### config.mk
export PLATFORM = sky130hd
export DESIGN_NAME = ram_sdp_clr
export DESIGN_NICKNAME = d
export VERILOG_FILES = /design/src/rtl/ram_sdp_clr.sv
export SDC_FILE = /design/constraint.sdc
export NUM_CORES = 1
export LEC_CHECK = 0
export CORE_MARGIN = 10
export CORE_UTILIZATION = 45
export DETAILED_ROUTE_END_ITERATION = 8
export GPL_TIMING_DRIVEN = 0
export PLACE_DENSITY = 0.73
export SYNTH_ARGS = -nofsm -noshare
export SYNTH_HDL_FRONTEND = slang
export SYNTH_SLANG_ARGS = --single-unit
### constraint.sdc
create_clock -name clk -period 5.06 [get_ports clk]
set_input_delay 1.265 -clock clk [delete_from_list [all_inputs] [get_ports clk]]
set_output_delay 1.265 -clock clk [all_outputs]
set_load 0.005 [all_outputs]
### src/rtl/ram_sdp_clr.sv
// ram_sdp_clr: single-clock simple-dual-port RAM with clear engine and registered, valid-qualified read.
// Define RAM_SDP_CLR_BYPASS_EN for write-first collisions; the default build is read-first.
module ram_sdp_clr #(
    parameter int DATA_W = 8,
    parameter int ADDR_W = 6,
    parameter logic [DATA_W-1:0] INIT_VAL = '0
) (
    input  logic              clk,
    input  logic              rst_n,
    input  logic              clr_req,
    output logic              busy,
    input  logic              wr_en,
    input  logic [ADDR_W-1:0] wr_addr,
    input  logic [DATA_W-1:0] wr_data,
    input  logic              rd_en,
    input  logic [ADDR_W-1:0] rd_addr,
    output logic [DATA_W-1:0] rd_data,
    output logic              rd_valid
);
    typedef enum logic {CLEAR, RUN} state_t;
    state_t            state_q;
    logic [ADDR_W-1:0] cnt_q;
    logic              busy_q;
    logic              rd_valid_q;
    logic [DATA_W-1:0] rd_data_q;
    logic [DATA_W-1:0] rd_data_d;
    logic [DATA_W-1:0] mem [2**ADDR_W];
    logic              run;
    logic              mem_we;
    logic [ADDR_W-1:0] mem_addr;
    logic [DATA_W-1:0] mem_data;

    // The clear engine owns the single write port while not in RUN.
    assign run      = state_q == RUN;
    assign mem_we   = rst_n && (!run || wr_en);
    assign mem_addr = run ? wr_addr : cnt_q;
    assign mem_data = run ? wr_data : INIT_VAL;
`ifdef RAM_SDP_CLR_BYPASS_EN
    assign rd_data_d = (wr_en && wr_addr == rd_addr) ? wr_data : mem[rd_addr];
`else
    assign rd_data_d = mem[rd_addr];
`endif

    always_ff @(posedge clk) begin
        if (mem_we) mem[mem_addr] <= mem_data;
    end

    always_ff @(posedge clk or negedge rst_n) begin
        if (!rst_n) begin
            state_q    <= CLEAR;
            cnt_q      <= '0;
            busy_q     <= 1'b1;
            rd_valid_q <= 1'b0;
            rd_data_q  <= '0;
        end else begin
            rd_valid_q <= run && rd_en;
            if (run && rd_en) rd_data_q <= rd_data_d;
            if (!run) begin
                cnt_q <= cnt_q + 1'b1;
                if (&cnt_q) begin
                    state_q <= RUN;
                    busy_q  <= 1'b0;
                end
            end else if (clr_req) begin
                state_q <= CLEAR;
                cnt_q   <= '0;
                busy_q  <= 1'b1;
            end
        end
    end

    assign busy     = busy_q;
    assign rd_valid = rd_valid_q;
    assign rd_data  = rd_data_q;
endmodule
== Word level (Yosys, flattened, before mapping) ==
Memory sizes are Yosys's and may differ from the RTL's. A register that Yosys moved wholly into a read port is not among the register bits.
Index checks and enable logic that the tools add are counted.

* Reduce and logical (&&, ||, !) cells: 8
* $add $sub $neg: 1
* Mux-type cells: 12
* Eq/ne operators: 1

{| class="wikitable"
|+ Operators with widths
! kind !! number
|-
| $mux W6 || 3
|-
| $mux W1 || 8
|-
| $mux W8 || 1
|-
| $add A6 B1 Y6 const B || 1
|-
| $reduce_and A6 Y1 || 1
|-
| $logic_and A1 B1 Y1 || 2
|-
| $logic_not A1 Y1 || 2
|-
| $ne A2 B2 Y1 const B || 1
|-
| $reduce_and A2 Y1 || 1
|-
| $reduce_bool A2 Y1 || 1
|-
| $logic_or A1 B1 Y1 || 1
|}

* Register bits: 9
* Output and inout port bits: 10
* Memories: 1
* Bits in writable memories: 512

{| class="wikitable"
|+ Memories
! name !! words !! width !! rd ports !! clocked after Yosys merged registers in !! write ports !! RTL line !! source
|-
| mem || 64 || 8 || 1 || 1 || 1 || 27 || <nowiki>logic [DATA_W-1:0] mem [2**ADDR_W];</nowiki>
|}

== Logic depth before layout (Yosys ltp) ==
* Depth in word-level cells: 5
* Mapped depth: 8

== Least setup slack after synthesis ==
No wires, ideal clock.

* Path type: input to register
* Start: in rd_addr[0]
* End: reg rd_data_q[0] (netlist: rd_data[0]), read port of mem
* Stages: 7
* Arrival time: 2532 ps
* Path slack: 2392 ps
* Cells stage by stage: buf_6 buf_4 mux4_2 a22oi_1 nand2_1 nor3_1 o211ai_1

{| class="wikitable"
|+ RTL lines
! item !! RTL line !! source
|-
| from (decl) || 16 || <nowiki>input logic [ADDR_W-1:0] rd_addr,</nowiki>
|-
| to (decl) || 25 || <nowiki>logic [DATA_W-1:0] rd_data_q;</nowiki>
|}

== Worst setup path in the final report ==
* Start: in rst_n
* End: mem mem[45][5] (enable)

* Cells in the longest elaborated chain, start to end: 3

{| class="wikitable"
|+ RTL lines
! item !! RTL line !! source
|-
| from (decl) || 9 || <nowiki>input logic rst_n,</nowiki>
|-
| $logic_and A1 B1 Y1 || 35 || <nowiki>assign mem_we = rst_n && (!run || wr_en);</nowiki>
|-
| $mux W1 || 45 || <nowiki>if (mem_we) mem[mem_addr] <= mem_data;</nowiki>
|-
| $mux W1 (not written as such) || 45 ||
|-
| to (decl) || 27 ||
|}

Every way passes these cells.

==> run summary <==
status = finished clean
Synth Net Count = 1085
CTS root buffer = clkbuf_16
Chip Width = 235 um
simple logic cell fraction of the synthesized area = 4.14%
RSZ-0062 raised after global routing = false
Post-CTS Resized = 0
layout cell share with drive strength beyond 1 = 20.7%
Initial Util = 45.7%
Top Ports = 35
Max IR drop VDD = 251 uV
Seq cells post-synth = 529
post-synthesis mux area share = 14.2%
r2r setup slk = 1.81 ns
clock-pin slew of the registers on the worst-case setup and hold paths = 0.06 ns
Worst path slowest cell = clkdlybuf4s50_1
CP startpoint kind = primary input
routed len/inst = 26.1 um
drt initial violations = 1285
vias after detailed routing = 10500
post-layout power = 9.76 mW
Placement Setup Slack = 0.354 ns
most frequent cell after synthesis = edfxtp_1
CP top delay family = simple AND/OR/NAND/NOR gates
dpl hpwl = 30.5 mm
Slew Limit Fails = 0
cells on worst reg2reg path = 6
final hold vios = 0
EDFF count, synth = 512
Async SR Flop Fraction = 3.21%
clock latency on the worst-skew pair = 0.57 ns
gpl congestion = 0.856
total track usage = 16.4%
measured slew at the worst slew-check pin = 1.08 ns
Levels on crit path = 4
Compound-Gate Fraction of Synth Area = 3.65%
total wire length = 46.6 mm
Setup Viol. Count Final = 0
Area Overhead vs Synth = 13.7%
commonest cells in the netlist = 512 x edfxtp_1, 96 x mux4_2, 66 x nor2_1
final setup margin = 1.01 ns
n_diodes = 0
CP cell instances = clkdlybuf4s50_1 > a21boi_0 > nand2_1 > nor2_1
core area = 45500 um2
max cap viols = 0
Tmin final = 4.05 ns
worst hold start = rd_data[0]
postcts setup bufs = 0
Max stage delay on crit path = 1.20 ns
register area share after synthesis = 76.1%
total CTS buffers = 50
die footprint = 55200 um2
CTS max path bufs = 3
Hold Buf Count CTS = 0
synth top area cells = edfxtp_1 74%, mux4_2 10%, mux2i_1 2.0%, dfrtp_1 1.9%, mux2_2 1.7%
Final period util = 80.0%
worst min-delay path class = reg -> reg
Post-Syn Instances = 1059
Top FF cell, synth = edfxtp_1
P per Cell Area = 413 nW/um2
leak pwr = 7.60 nW
Ys Warns = 0
clock skew = 0.0154 ns
worst path required time = 5.25 ns
initial antenna violation count = 0
drc violations = 0
setup_tns = 0 ns
Synth Area in XOR/XNOR = 0.126%
number of global-route vias before repair = 10700
syn avg cell area = 19.6 um2
crit path max fanout = 19
CTS tree = yes
fin nets = 1179
Mapped Area = 20800 um2
top achievable clock speed = 247 MHz
CTS sink cnt = 529
cell taking the most area after synthesis = edfxtp_1
Die Y = 235 um
post-synth top area share = 74.0%
DR vias/cell = 5.87
adder-cell area share of the yosys netlist = 0.0602%
total number of H-tree levels = 2
Rows = 78
Worst Setup End Kind = flip-flop
WP buf/inv = 1
global-route wire length before repair = 69.0 mm
largest family of logic cells by synthesized area = multiplexers
Worst EP arrival = 4.24 ns
worst r2r dst = mem[27][4]
PortBufs = 34
reg2reg start = run
Crit Path Class = in -> reg
grt ovf = 0
largest net degree at the start of global routing = 52
hold worst-path end = rd_data[0]
hold path depth = 2
Initial DRT Pass Iterations = 5
Hold Slack = 0.522 ns
Netlist cell types = 43
Antenna Violating Nets Remaining = 0
Slew HR = 26.0%
-- placed cells by master (no fill, tap or decap), types with 29 or more instances in the layout --
master           netlist  routed
clkdlybuf4s50_1        0      34
clkbuf_16              0      51
nand2_1               54      54
nor2_1                66      66
mux2_2                32      32
mux4_2                96      96
o22ai_1               38      38
edfxtp_1             512     512
clkbuf_1              12      29
mux2i_1               42      42
-- flip-flops by register name (all words and copies together), names as in the netlist --
register and cells:
busy 1, cnt_q 6, mem 512, rd_data 8
rd_valid 1, run 1
-- through the flow --
stage	instances	util [%]	area, um2
6_report	1789	51.9	23600
5_1_grt	1789	51.9	23600
4_1_cts	1789	51.9	23600
3_5_place_dp	1701	48.5	22000
3_3_place_gp	1693	48.1	21900
2_1_floorplan	1059	-	20800
-- worst max-delay path by stage --
stage	end	start
3_5_place_dp	mem[21][2]	rst_n
3_3_place_gp	mem[61][2]	rst_n
4_1_cts	mem[21][0]	rst_n
2_1_floorplan	rd_data[0]	rd_addr[0]
5_1_grt	mem[45][2]	rst_n
6_report	mem[45][5]	rst_n
-- report_power, final --
part | switching (mW) | internal (mW) | leakage [nW]
sequential | 0.0952 | 5.03 | 4.96
clock | 1.52 | 2.10 | 0.759
combinational | 0.646 | 0.367 | 1.89
-- routing by layer --
layer	wire [um]	vias to the layer above	part of all wire, %	GRT usage (%)
met5	0	-	0	0
met4	1110	0	2.4	4.50
met3	3800	94	8.2	3.26
met2	22800	451	49	26.8
met1	18900	5437	41	22.2
li1	-	4512	-	-
-- cells by family (layout without fill, tap and decap cells) --
group / after synthesis / count (layout)
flops: 529 / 529
simple gates: 188 / 188
mux: 171 / 171
compound gates: 105 / 105
buf+inv: 62 / 192
xor+xnor: 3 / 3
fa+ha+maj: 1 / 1
-- layout make-up --
class | count | area [um2]
Fill cell | 3572 | 21900
Sequential cell | 529 | 15800
Multi-Input combinational cell | 468 | 4620
Clock buffer | 68 | 1340
Tap cell | 600 | 751
Timing Repair Buffer | 42 | 515
Buffer | 55 | 334
Clock inverter | 20 | 226
Inverter | 7 | 26.3
-- worst reg2reg max path: cells and delay by family, from the launching register on --
family	cells	cell delay [ns]
compound gates	1	0.29
buf+inv	2	0.95
flops	1	0.32
simple gates	3	1.30
Power figures use the tool's default switching activity.
